### config.mk
export PLATFORM = sky130hd
export DESIGN_NAME = multdiv_sequencer_flat
export DESIGN_NICKNAME = d
export VERILOG_FILES = /design/src/rtl/multdiv_sequencer_pkg.sv /design/src/rtl/multdiv_sequencer_if.sv /design/src/rtl/multdiv_iter_core.sv /design/src/rtl/multdiv_sequencer.sv /design/src/flat_wrapper.sv
export SDC_FILE = /design/constraint.sdc
export NUM_CORES = 1
export LEC_CHECK = 0
export CAP_MARGIN = 30
export CORE_MARGIN = 1
export CORE_UTILIZATION = 60
export DETAILED_ROUTE_END_ITERATION = 12
export PLACE_DENSITY = 0.8
export SETUP_SLACK_MARGIN = 0.5
export SYNTH_ARGS = -nofsm -noshare
export SYNTH_HDL_FRONTEND = slang
export SYNTH_SLANG_ARGS = --single-unit
### constraint.sdc
create_clock -name clock -period 9 [get_ports clock]
set_clock_uncertainty 0.1 [all_clocks]
set_input_delay 1.8 -clock clock [delete_from_list [all_inputs] [get_ports clock]]
set_output_delay 1.8 -clock clock [all_outputs]
set_load 0.05 [all_outputs]
### src/rtl/multdiv_sequencer_pkg.sv
// cpu_pkg: constants and types shared by the multiply/divide sequencer.
//   OP_RTYPE / ALU_MUL / ALU_DIV : decode values that select a mul/div op
//   RSTATUS_REG                  : register written when an op faults
//   MUL_EXC_CODE / DIV_EXC_CODE  : values written to RSTATUS_REG
//   state_t                      : sequencer FSM states
// No ports. No configuration macros.
package cpu_pkg;

  localparam logic [4:0] OP_RTYPE = 5'b00000;
  localparam logic [4:0] ALU_MUL  = 5'b00110;
  localparam logic [4:0] ALU_DIV  = 5'b00111;

  localparam logic [4:0]  RSTATUS_REG  = 5'd30;
  localparam int unsigned MUL_EXC_CODE = 4;
  localparam int unsigned DIV_EXC_CODE = 5;

  typedef enum logic [1:0] {
    IDLE = 2'd0,
    RUN  = 2'd1,
    DONE = 2'd2
  } state_t;

  function automatic logic is_multdiv(input logic [4:0] opcode, input logic [4:0] aluop);
    return (opcode == OP_RTYPE) && ((aluop == ALU_MUL) || (aluop == ALU_DIV));
  endfunction

endpackage

### src/rtl/multdiv_sequencer_if.sv
// multdiv_sequencer_if: execute-stage request and writeback bundle.
//   instr_valid, opcode, aluop, rd, operand_a, operand_b : request (pipeline -> sequencer)
//   stall, busy                                           : pipeline control (sequencer -> pipeline)
//   wb_we, wb_rd, wb_data, exception                      : register-file write port
// Modports: master = pipeline side, slave = sequencer side.
interface multdiv_sequencer_if #(
  parameter int unsigned WIDTH = 32
);

  logic             instr_valid;
  logic [4:0]       opcode;
  logic [4:0]       aluop;
  logic [4:0]       rd;
  logic [WIDTH-1:0] operand_a;
  logic [WIDTH-1:0] operand_b;
  logic             stall;
  logic             busy;
  logic             wb_we;
  logic [4:0]       wb_rd;
  logic [WIDTH-1:0] wb_data;
  logic             exception;

  modport master (
    output instr_valid, opcode, aluop, rd, operand_a, operand_b,
    input  stall, busy, wb_we, wb_rd, wb_data, exception
  );

  modport slave (
    input  instr_valid, opcode, aluop, rd, operand_a, operand_b,
    output stall, busy, wb_we, wb_rd, wb_data, exception
  );

endinterface

### src/rtl/multdiv_iter_core.sv
// multdiv_iter_core: one-bit-per-step shift-add multiplier and restoring
// divider operating on operand magnitudes, with sign fixup on the way out.
//   clock, reset   : system clock, synchronous active-high reset
//   start          : load operands and clear accumulators
//   op_div         : 1 = divide, 0 = multiply (sampled on start)
//   step           : advance one bit
//   operand_a/b    : multiplicand/dividend, multiplier/divisor
//   result         : signed result including the bit processed this cycle
//   overflow       : result does not fit in WIDTH bits (div: MIN / -1 only)
//   mul_last       : (MULTDIV_EARLY_TERM_EN only) no multiplier bits remain
//                    after the current step
// result/overflow reflect the step being taken in the current cycle, so the
// sequencer can register them on the same edge that finishes the op.
module multdiv_iter_core
  import cpu_pkg::*;
#(
  parameter int unsigned WIDTH = 32
) (
  input  logic             clock,
  input  logic             reset,
  input  logic             start,
  input  logic             op_div,
  input  logic             step,
  input  logic [WIDTH-1:0] operand_a,
  input  logic [WIDTH-1:0] operand_b,
  output logic [WIDTH-1:0] result,
  output logic             overflow
`ifdef MULTDIV_EARLY_TERM_EN
  ,
  output logic             mul_last
`endif
);

  logic               op_div_q;
  logic               neg_q;
  logic               div_ovf_q;
  logic [2*WIDTH-1:0] mcand_q;
  logic [WIDTH-1:0]   mplier_q;
  logic [2*WIDTH-1:0] prod_q;
  logic [WIDTH-1:0]   rem_q;
  logic [WIDTH-1:0]   quo_q;
  logic [WIDTH-1:0]   divisor_q;

  logic [WIDTH-1:0]   mag_a;
  logic [WIDTH-1:0]   mag_b;
  logic [2*WIDTH-1:0] prod_nx;
  logic [WIDTH:0]     rem_sh;
  logic [WIDTH:0]     diff;
  logic               take;
  logic [WIDTH-1:0]   rem_nx;
  logic [WIDTH-1:0]   quo_nx;
  logic [2*WIDTH-1:0] mul_signed;
  logic               mul_ovf;
  logic [WIDTH-1:0]   div_signed;

  assign mag_a = operand_a[WIDTH-1] ? -operand_a : operand_a;
  assign mag_b = operand_b[WIDTH-1] ? -operand_b : operand_b;

  always_ff @(posedge clock) begin
    if (reset) begin
      op_div_q  <= 1'b0;
      neg_q     <= 1'b0;
      div_ovf_q <= 1'b0;
      mcand_q   <= '0;
      mplier_q  <= '0;
      prod_q    <= '0;
      rem_q     <= '0;
      quo_q     <= '0;
      divisor_q <= '0;
    end else if (start) begin
      op_div_q  <= op_div;
      neg_q     <= operand_a[WIDTH-1] ^ operand_b[WIDTH-1];
      div_ovf_q <= op_div && (operand_a == {1'b1, {(WIDTH-1){1'b0}}}) && (operand_b == '1);
      mcand_q   <= {{WIDTH{1'b0}}, mag_a};
      mplier_q  <= mag_b;
      prod_q    <= '0;
      rem_q     <= '0;
      quo_q     <= mag_a;
      divisor_q <= mag_b;
    end else if (step) begin
      mcand_q  <= mcand_q << 1;
      mplier_q <= mplier_q >> 1;
      prod_q   <= prod_nx;
      rem_q    <= rem_nx;
      quo_q    <= quo_nx;
    end
  end

  // Shift-add: multiplicand walks left, multiplier walks right.
  assign prod_nx = mplier_q[0] ? (prod_q + mcand_q) : prod_q;

  // Restoring divide: dividend bits shift out of quo_q into the remainder,
  // quotient bits shift in behind them. Bit WIDTH of diff is the borrow.
  assign rem_sh = {rem_q, quo_q[WIDTH-1]};
  assign diff   = rem_sh - {1'b0, divisor_q};
  assign take   = ~diff[WIDTH];
  assign rem_nx = take ? diff[WIDTH-1:0] : rem_sh[WIDTH-1:0];
  assign quo_nx = {quo_q[WIDTH-2:0], take};

  assign mul_signed = neg_q ? -prod_nx : prod_nx;
  // Fits iff the upper half plus the low-half sign bit are all equal.
  assign mul_ovf    = !((&mul_signed[2*WIDTH-1:WIDTH-1]) || !(|mul_signed[2*WIDTH-1:WIDTH-1]));
  assign div_signed = neg_q ? -quo_nx : quo_nx;

  assign result   = op_div_q ? div_signed : mul_signed[WIDTH-1:0];
  assign overflow = op_div_q ? div_ovf_q : mul_ovf;

`ifdef MULTDIV_EARLY_TERM_EN
  assign mul_last = (mplier_q >> 1) == '0;
`endif

endmodule

### src/rtl/multdiv_sequencer.sv
// multdiv_sequencer: detects MUL/DIV in execute, stalls the front of the
// pipeline while multdiv_iter_core iterates, then issues one writeback to rd
// (or to RSTATUS_REG with an exception code when the op faults).
//   clock, reset : system clock, synchronous active-high reset
//   ifc (slave)  : request in, stall/busy and registered writeback out
// Optional macro MULTDIV_EARLY_TERM_EN: multiply leaves RUN as soon as no
// multiplier bits remain; a zero multiplier completes straight from IDLE.
//
// state | meaning
// IDLE  | waiting for a mul/div; stall follows start combinationally
// RUN   | one iteration per cycle, pipeline stalled
// DONE  | single-cycle writeback, stall released
module multdiv_sequencer #(
  parameter int unsigned WIDTH        = 32,
  parameter logic [4:0]  RSTATUS_REG  = cpu_pkg::RSTATUS_REG,
  parameter int unsigned MUL_EXC_CODE = cpu_pkg::MUL_EXC_CODE,
  parameter int unsigned DIV_EXC_CODE = cpu_pkg::DIV_EXC_CODE
) (
  input logic              clock,
  input logic              reset,
  multdiv_sequencer_if.slave ifc
);

  import cpu_pkg::*;

  localparam int unsigned CNT_W = $clog2(WIDTH);

  state_t           state;
  state_t           state_nx;
  logic [CNT_W-1:0] counter;
  logic             op_div_q;
  logic [4:0]       rd_q;

  logic             start;
  logic             is_div;
  logic             start_done;
  logic             run_done;
  logic             step;
  logic [WIDTH-1:0] core_result;
  logic             core_ovf;

  assign start  = ifc.instr_valid && is_multdiv(ifc.opcode, ifc.aluop) && (state == IDLE);
  assign is_div = ifc.aluop == ALU_DIV;
  assign step   = state == RUN;

`ifdef MULTDIV_EARLY_TERM_EN
  logic mul_last;
  // A zero divisor faults and a zero multiplier yields zero: both finish at once.
  assign start_done = ifc.operand_b == '0;
  assign run_done   = (counter == CNT_W'(WIDTH-1)) || (!op_div_q && mul_last);
`else
  assign start_done = is_div && (ifc.operand_b == '0);
  assign run_done   = counter == CNT_W'(WIDTH-1);
`endif

  multdiv_iter_core #(
    .WIDTH(WIDTH)
  ) u_core (
    .clock     (clock),
    .reset     (reset),
    .start     (start),
    .op_div    (is_div),
    .step      (step),
    .operand_a (ifc.operand_a),
    .operand_b (ifc.operand_b),
    .result    (core_result),
    .overflow  (core_ovf)
`ifdef MULTDIV_EARLY_TERM_EN
    ,
    .mul_last  (mul_last)
`endif
  );

  always_ff @(posedge clock) begin
    if (reset) begin
      state <= IDLE;
    end else begin
      state <= state_nx;
    end
  end

  always_comb begin
    state_nx  = state;
    ifc.stall = 1'b0;
    case (state)
      IDLE: begin
        if (start) begin
          ifc.stall = 1'b1;
          state_nx  = start_done ? DONE : RUN;
        end
      end
      RUN: begin
        ifc.stall = 1'b1;
        if (run_done) state_nx = DONE;
      end
      DONE:    state_nx = IDLE;
      default: state_nx = IDLE;
    endcase
  end

  assign ifc.busy = state != IDLE;

  always_ff @(posedge clock) begin
    if (reset) begin
      counter  <= '0;
      op_div_q <= 1'b0;
      rd_q     <= '0;
    end else if (start) begin
      counter  <= '0;
      op_div_q <= is_div;
      rd_q     <= ifc.rd;
    end else if (state == RUN) begin
      counter  <= counter + CNT_W'(1);
    end
  end

  // Writeback is loaded on the edge that enters DONE, so it is valid
  // exactly for the DONE cycle.
  always_ff @(posedge clock) begin
    if (reset) begin
      ifc.wb_we     <= 1'b0;
      ifc.wb_rd     <= '0;
      ifc.wb_data   <= '0;
      ifc.exception <= 1'b0;
    end else begin
      ifc.wb_we     <= 1'b0;
      ifc.exception <= 1'b0;
      if (start && start_done) begin
        ifc.wb_we <= 1'b1;
        if (is_div) begin
          ifc.exception <= 1'b1;
          ifc.wb_rd     <= RSTATUS_REG;
          ifc.wb_data   <= WIDTH'(DIV_EXC_CODE);
        end else begin
          ifc.wb_rd   <= ifc.rd;
          ifc.wb_data <= '0;
        end
      end else if ((state == RUN) && run_done) begin
        ifc.wb_we <= 1'b1;
        if (core_ovf) begin
          ifc.exception <= 1'b1;
          ifc.wb_rd     <= RSTATUS_REG;
          ifc.wb_data   <= op_div_q ? WIDTH'(DIV_EXC_CODE) : WIDTH'(MUL_EXC_CODE);
        end else begin
          ifc.wb_rd   <= rd_q;
          ifc.wb_data <= core_result;
        end
      end
    end
  end

endmodule

### src/flat_wrapper.sv
// flat-port wrapper written by rule: the top's interface ports become plain ports
module multdiv_sequencer_flat import cpu_pkg::*;
#(
  parameter int unsigned WIDTH        = 32,
  parameter logic [4:0]  RSTATUS_REG  = cpu_pkg::RSTATUS_REG,
  parameter int unsigned MUL_EXC_CODE = cpu_pkg::MUL_EXC_CODE,
  parameter int unsigned DIV_EXC_CODE = cpu_pkg::DIV_EXC_CODE
)
  (clock, reset, ifc_instr_valid, ifc_opcode, ifc_aluop, ifc_rd, ifc_operand_a, ifc_operand_b, ifc_stall, ifc_busy, ifc_wb_we, ifc_wb_rd, ifc_wb_data, ifc_exception);
  multdiv_sequencer_if #(.WIDTH(WIDTH)) ifc_i ();
  input logic clock;
  input logic reset;
  input wire logic [$bits(ifc_i.instr_valid)-1:0] ifc_instr_valid;
  input wire logic [$bits(ifc_i.opcode)-1:0] ifc_opcode;
  input wire logic [$bits(ifc_i.aluop)-1:0] ifc_aluop;
  input wire logic [$bits(ifc_i.rd)-1:0] ifc_rd;
  input wire logic [$bits(ifc_i.operand_a)-1:0] ifc_operand_a;
  input wire logic [$bits(ifc_i.operand_b)-1:0] ifc_operand_b;
  output wire logic [$bits(ifc_i.stall)-1:0] ifc_stall;
  output wire logic [$bits(ifc_i.busy)-1:0] ifc_busy;
  output wire logic [$bits(ifc_i.wb_we)-1:0] ifc_wb_we;
  output wire logic [$bits(ifc_i.wb_rd)-1:0] ifc_wb_rd;
  output wire logic [$bits(ifc_i.wb_data)-1:0] ifc_wb_data;
  output wire logic [$bits(ifc_i.exception)-1:0] ifc_exception;
  assign ifc_i.instr_valid = ifc_instr_valid;
  assign ifc_i.opcode = ifc_opcode;
  assign ifc_i.aluop = ifc_aluop;
  assign ifc_i.rd = ifc_rd;
  assign ifc_i.operand_a = ifc_operand_a;
  assign ifc_i.operand_b = ifc_operand_b;
  assign ifc_stall = ifc_i.stall;
  assign ifc_busy = ifc_i.busy;
  assign ifc_wb_we = ifc_i.wb_we;
  assign ifc_wb_rd = ifc_i.wb_rd;
  assign ifc_wb_data = ifc_i.wb_data;
  assign ifc_exception = ifc_i.exception;
  multdiv_sequencer #(.WIDTH(WIDTH), .RSTATUS_REG(RSTATUS_REG), .MUL_EXC_CODE(MUL_EXC_CODE), .DIV_EXC_CODE(DIV_EXC_CODE)) u_core (.clock(clock), .reset(reset), .ifc(ifc_i));
endmodule
==> run_results.csv, run 1 <==
group,metric,value,unit
flow_run,cap_viol_max_count,0,
routing,drtAntennaViolNets,0,
routing,drt-total-wl,78.42,mm
floorplanning,die_area,40580,um^2
power_and_ir_drop,pwr-share-comb,6.3,%
global_routing,top_usage_layer,"met2",
place,place_hpwl,57.74,mm
power_and_ir_drop,power_leakage,9.741,nW
routing,wl_per_cell,20.91,um
cts,cts_tree,"yes",
cts,cts_buffers,36,
timing,worst_pin_slew,1097,ps
final_layout,fin_cells,3750,
floorplanning,fp.dieH,201.5,um
floorplanning,num_rows,72,
floorplanning,core-area,38920,um^2
worst_setup_path,cp_top_family,"simple AND/OR/NAND/NOR gates",
timing,max_slew_margin,26.85,%
cts,postCtsSetupRepairBufs,0,
place,portBuffers,122,
power_and_ir_drop,seq_power_share,45.1,%
global_routing,grt.met1_usage,52.14,%
routing,viasPerCell,6.723,
final_layout,multi_input_area,16550,um^2
power_and_ir_drop,power.switching,0.0007510,W
floorplanning,pin_count,123,
power_and_ir_drop,power_density,115.9,nW/um^2
worst_setup_path,required,9370,ps
cts,clkLatencyLatePin,570,ps
cts,cts.sinks,310,
routing,drc_errors,0,
timing,hold_viol,0,
worst_setup_path,crit_buf_inv,2,
global_routing,grt_pass1_vias,22920,
global_routing,antenna_found_initial,0,
final_layout,drive_gt1_share,5.384,%
synth,syn-num-nets,3421,
final_layout,fill_cells,3294,
synth,yosys.cell_types.count,106,
synth,ys_seq_elements,310,
min_path,hold_path.class,"reg -> reg",
synth,yosysWarnings,0,
synth,synth_top_area_share,26.00,%
power_and_ir_drop,p_int,0.002297,W
global_routing,globalRouteOverflowTotal,0,
global_routing,grt_max_degree,234,
power_and_ir_drop,netSwitchingFraction,24.64,%
synth,async_flop_share,0,%
final_layout,fin_nets,3392,
timing,slew_viol_final,0,
timing,setup_tns,0,ps
timing,rsz0062_at_grt,"no",
place,dp_cells,3686,
floorplanning,die_w,201.5,um
global_routing,track_usage,37.52,%
worst_setup_path,crit_path_end_kind,"flop",
final_layout,diodes,0,
worst_setup_path,critPathLaunchType,"flop",
global_routing,met2_usage,58.67,%
power_and_ir_drop,clkPwrFrac,48.6,%
synth,yosys_most_used_dff,"dfxtp_1",
cts,clockRootBuffer,"clkbuf_16",
synth,synthTopCellsByCount,"nand2_1 (404), nor2_1 (346), dfxtp_1 (310)",
timing,fin_crit,7308,ps
worst_setup_path,critical_path.max_stage_delay,600,ps
timing,period_share,81.20,%
routing,first_pass_iters,8,
synth,yosysMostFrequentCell,"nand2_1",
worst_setup_path,arrival,7680,ps
synth,netlist_instances,3235,
worst_setup_path,cp_cell_sequence,"ha_1 -> inv_1 -> fa_1 -> and2b_1 -> o31ai_4 -> a21o_1 -> a21oi_1 -> o221ai_1 -> nor3_1 -> nand4_1 -> nor4_1 -> nand4b_1 -> o41ai_1 -> xnor2_1 -> o2111ai_1 -> or4_1 -> nor4b_4 -> o211ai_2 -> buf_4 -> o31ai_2",
global_routing,use_met3,5.863,%
synth,synth_area_per_cell,7.378,um^2
synth,synth_edf_count,0,
floorplanning,start_util,61.33,%
synth,yosys-top-cells-area,"dfxtp_1 (26%), nand2_1 (6.4%), a21oi_1 (5.7%), nor2_1 (5.4%), ha_1 (5.3%)",
timing,timing.fmax,0.1368,GHz
place,gp_congestion,1.033,
cts,clk_pin_slew,60,ps
synth,yosysTopAreaCell,"dfxtp_1",
cts,cts.repair.resized,0,
cts,htreeDepth,2,
synth,synth_area,23870,um^2
worst_setup_path,critPathKind,"reg -> reg",
global_routing,grt_pass1_wl,123.8,mm
routing,dr.first_iter.drc_count,2992,
final_layout,register_area,6212,um^2
power_and_ir_drop,peakVddDrop,106.1,uV
timing,setup_viol,0,
final_layout,syn_to_final_growth,10.21,%
outcome,status,"finished clean",
synth,seq_area_frac_synth,26.00,%
routing,num_vias,25210,
cts,cts_hold_buf,0,
worst_setup_path,critPathSlowestCell,"o41ai_1",
worst_setup_path,path_max_fanout,30,
cts,clockBufferDepth,3,
## sequential cells by signal, indices dropped and copies added (netlist names), 5 cells and up
signal,flops
u_core.ifc.wb_rd,5
u_core.u_core.prod_q,64
u_core.rd_q,5
u_core.u_core.quo_q,32
u_core.ifc.wb_data,32
u_core.u_core.divisor_q,32
u_core.u_core.mcand_q,64
u_core.u_core.mplier_q,32
u_core.u_core.rem_q,32
u_core.counter,5
## tightest hold or removal path, delay by kind of cell, from the launching register on
kind	cells	cell delay [ps]
AO/OA/AOI/OAI	1	50
flip-flops	1	310
AND/OR/NAND/NOR	1	50
## power groups by stage
stage	logic, W	registers [W]	clock network [W]
final	0.000192	0.00138	0.00148
after global routing	0.000209	0.00137	0.00153
after CTS	0.000190	0.00138	0.00148
after detailed placement	0.000188	0.00141	0
after global placement	0.000185	0.00141	0
after floorplan	0.000111	0.00140	0
## per-stage QoR
step | setup WS, ps | hold WS [ps] | util (%) | power (W) | cell area (um^2)
2_1_floorplan | 2908 | 331.8 | - | 0.001516 | 23870
3_3_place_gp | 1979 | 338.3 | 64.54 | 0.001590 | 25120
3_5_place_dp | 1890 | 336.8 | 64.62 | 0.001594 | 25150
4_1_cts | 1794 | 345.1 | 67.59 | 0.003046 | 26310
5_1_grt | 1330 | 371.7 | 67.59 | 0.003116 | 26310
6_report | 1692 | 344.8 | 67.59 | 0.003048 | 26310
## worst paths after layout
kind         slack (ps)  cells after the start                startpoint                     end
max                1690                     20  u_core.u_core.mcand_q[0]  u_core.ifc.wb_data[25]
min                 340                      2    u_core.ifc.wb_data[19]  u_core.ifc.wb_data[19]
max reg2reg        1690                     20  u_core.u_core.mcand_q[0]  u_core.ifc.wb_data[25]
min reg2reg         340                      2    u_core.ifc.wb_data[19]  u_core.ifc.wb_data[19]
## cell families (layout without fill, tap and decap cells)
group,Yosys count,in the layout,share of synthesized area (%)
fa+ha+maj,104,104,5.514
mux,89,89,3.848
simple gates,1244,1244,24.59
flops,310,310,26.00
xor+xnor,128,128,4.754
buf+inv,295,292,4.812
compound gates,1065,1065,30.48
## cells in the final DEF (no fill, tap or decap), types with 37 or more instances in the layout
cell / synthesis / layout
a21o_1: 50 / 50
a211oi_1: 137 / 137
or3_1: 38 / 37
a31oi_1: 37 / 37
o21a_1: 49 / 49
nor3_1: 116 / 114
dfxtp_1: 310 / 307
mux2i_1: 76 / 76
nand3_1: 67 / 66
o21ai_1: 41 / 41
xnor2_1: 66 / 66
nand4_1: 50 / 50
a21oi_1: 274 / 274
ha_1: 102 / 102
o31ai_1: 38 / 38
inv_1: 81 / 80
clkdlybuf4s50_1: 0 / 121
nor2_1: 346 / 345
o21ai_0: 147 / 147
xor2_1: 61 / 61
nand2_1: 404 / 404
## layout make-up
type	instances	area share [%]
multi-input cells	2630	62.93
well taps	518	2.464
clock inverters	18	0.6088
clock buffers	46	3.796
inverters	84	1.199
repair buffers	144	5.384
flip-flops and latches	310	23.62
## layer usage
layer | part of all wire, % | vias up
met5 | 0 | -
li1 | - | 11950
met2 | 43 | 1262
met4 | 3.3 | 0
met3 | 10 | 153
met1 | 43 | 11850
(Power assumes the default switching activity.)
==> inputs of run 2 (changes only) <==
- clock period: 9 -> 7.36 ns (I/O delays scaled with it)
==> run 2 against run 1 <==
Effect of this change: die area unchanged; clock power rose by 30%; register-to-register slack got worse by 1000 ps; non-clock buffer count is 18 higher; via count is 1.4% higher; worst setup slack got worse by 1000 ps; first-iteration DRC count rose by 7.4%; sequential share of layout area shrank 0.39 points; worst hold slack improved by 12 ps; design area up 1.7%; critical path depth fell by 1; combinational power rose by 25%; critical path type unchanged; largest power group unchanged.
==> run_results.csv, run 2 (synthesis results as in run 1) <==
group,metric,value,unit
global_routing,grt_max_degree,90,
worst_setup_path,r2r_start,"u_core.u_core.mcand_q[9]",
worst_setup_path,critPathKind,"reg -> reg",
flow_run,cap_viol_max_count,0,
cts,htreeDepth,2,
place,dp_worst_setup_slack,433.4,ps
routing,drt-total-wl,80.49,mm
timing,max_slew_margin,31.64,%
final_layout,final_common_cell,"nand2_1",
cts,cts_hold_buf,0,
global_routing,grt_pass1_wl,126.0,mm
final_layout,diodes,0,
routing,wl_met1,33.92,mm
final_layout,drive_gt1_share,6.702,%
floorplanning,num_rows,72,
floorplanning,pin_count,123,
outcome,status,"finished clean",
global_routing,antenna_found_initial,0,
floorplanning,die_area,40580,um^2
floorplanning,die_w,201.5,um
routing,first_pass_iters,6,
timing,hold_viol,0,
global_routing,track_usage,38.14,%
worst_setup_path,path_max_fanout,30,
timing,timing.fmax,0.1492,GHz
routing,topRoutingLayerUsed,"met4",
global_routing,grt_pass1_vias,23330,
routing,drc_errors,0,
cts,clk_pin_slew,60,ps
cts,cts_tree,"yes",
min_path,hp-start,"u_core.ifc.wb_data[9]",
min_path,hold_path.class,"reg -> reg",
routing,wl_met3,9.307,mm
routing,viasPerCell,6.778,
final_layout,syn_to_final_growth,12.04,%
routing,num_vias,25560,
cts,cts_buffers,38,
worst_setup_path,arrival,7080,ps
timing,period_share,91.08,%
final_layout,top_regs,"u_core.u_core.mcand_q x64, u_core.u_core.prod_q x64",
power_and_ir_drop,power_density,144.0,nW/um^2
cts,clkLatencyLatePin,570,ps
timing,worst_pin_slew,1025,ps
routing,drtAntennaViolNets,0,
min_path,min_delay_path_depth,2,
worst_setup_path,crit_path_end_kind,"flop",
timing,setup_viol,0,
place,portBuffers,122,
power_and_ir_drop,power_leakage,9.931,nW
cts,clockRootBuffer,"clkbuf_16",
worst_setup_path,regToRegEndpoint,"u_core.ifc.wb_data[23]",
cts,cts.sinks,310,
min_path,min_to,"u_core.ifc.wb_data[9]",
timing,setup_tns,0,ps
timing,fin_crit,6704,ps
cts,clockBufferDepth,3,
final_layout,fin_nets,3412,
floorplanning,core-area,38920,um^2
place,gp_congestion,1.020,
floorplanning,fp.dieH,201.5,um
routing,wl_met2,34.47,mm
place,place_hpwl,58.37,mm
worst_setup_path,reg2reg_depth,19,
global_routing,globalRouteOverflowTotal,0,
floorplanning,start_util,61.33,%
routing,dr.first_iter.drc_count,3214,
timing,rsz0062_at_grt,"no",
routing,wl_per_cell,21.34,um
final_layout,mostFrequentLayoutCells,"nand2_1 (404), nor2_1 (345), dfxtp_1 (307)",
worst_setup_path,critPathLaunchType,"flop",
worst_setup_path,r2r_slack,660,ps
worst_setup_path,required,7740,ps
timing,setup_ws,656.4,ps
timing,slew_viol_final,0,
power_and_ir_drop,peakVddDrop,129.9,uV
-- run 2: cell count changes in the layout (fill, tap and decap cells not counted), moves of 4 or more --
cell / delta
a21oi_1: -4
a21oi_2: +4
buf_4: +18
clkinv_2: -4
-- run 2: area by class of cell --
cell class | instances | area (um^2)
timing repair buffer | 162 | 1559
tap | 518 | 648.1
fill | 3267 | 12180
clock inverter | 17 | 188.9
sequential | 310 | 6212
multi-input combinational | 2630 | 16740
inverter | 84 | 315.3
clock buffer | 50 | 1077
-- run 2: repair_timing --
item / CTS / global route
endpoints found under the setup margin: 13 / 38
gates resized for setup: 4 / 28
buffers inserted: 0 / 3
pin swaps: 1 / 5
gates cloned: 0 / 0
-- run 2: power breakdown --
group          switching, W  internal [W]  total (W)
registers        0.00000254       0.00168    0.00168
logic              0.000141     0.0000991   0.000240
clock network      0.000786       0.00114    0.00193
total              0.000930       0.00292    0.00385
-- run 2: critical path, stage by stage (launching register included) --
cell      delay (ps)
dfxtp_1          500
ha_1             380
a21oi_1          280
o21ai_1          220
nor3_4           430
a21o_1           330
a211oi_1         230
mux2_2           380
a2111o_1         490
or3_4            490
or4_1            520
or2_2            340
o21ai_0          150
a32oi_1          100
or4b_4           550
nor4b_4          270
buf_4            180
o211ai_2          90
buf_4            270
o31ai_2          290
-- run 2: how the worst max path moves through the flow --
stage	from	cells after the start	to	slack (ps)
5_1_grt	u_core.u_core.quo_q[31]	29	u_core.ifc.wb_data[28]	460
3_5_place_dp	u_core.u_core.mcand_q[0]	20	u_core.ifc.wb_data[23]	430
4_1_cts	u_core.u_core.mcand_q[4]	18	u_core.ifc.wb_data[23]	490
3_3_place_gp	u_core.u_core.mcand_q[0]	21	u_core.ifc.wb_data[14]	570
2_1_floorplan	u_core.u_core.divisor_q[2]	30	u_core.ifc.wb_data[28]	1370
6_report	u_core.u_core.mcand_q[9]	19	u_core.ifc.wb_data[23]	660
-- run 2: per-stage QoR --
| step | instances | hold WS (ps) | instance area [um^2] | utilization [%] | total power, W |
|---|---|---|---|---|---|
| 6_report | 3771 | 356.5 | 26740 | 68.71 | 0.003850 |
| 5_1_grt | 3771 | 372.3 | 26740 | 68.71 | 0.003947 |
| 4_1_cts | 3767 | 354.7 | 26520 | 68.15 | 0.003855 |
| 3_5_place_dp | 3700 | 346.8 | 25240 | 64.85 | 0.001950 |
| 3_3_place_gp | 3699 | 335.1 | 25210 | 64.78 | 0.001946 |
| 2_1_floorplan | 3235 | 331.8 | 23870 | - | 0.001854 |
-- run 2: layer usage --
metal | vias up | global-route usage (%)
met5 | - | 0
met4 | 0 | 14.10
met1 | 11950 | 53.37
met3 | 196 | 7.532
li1 | 11940 | -
met2 | 1471 | 57.72
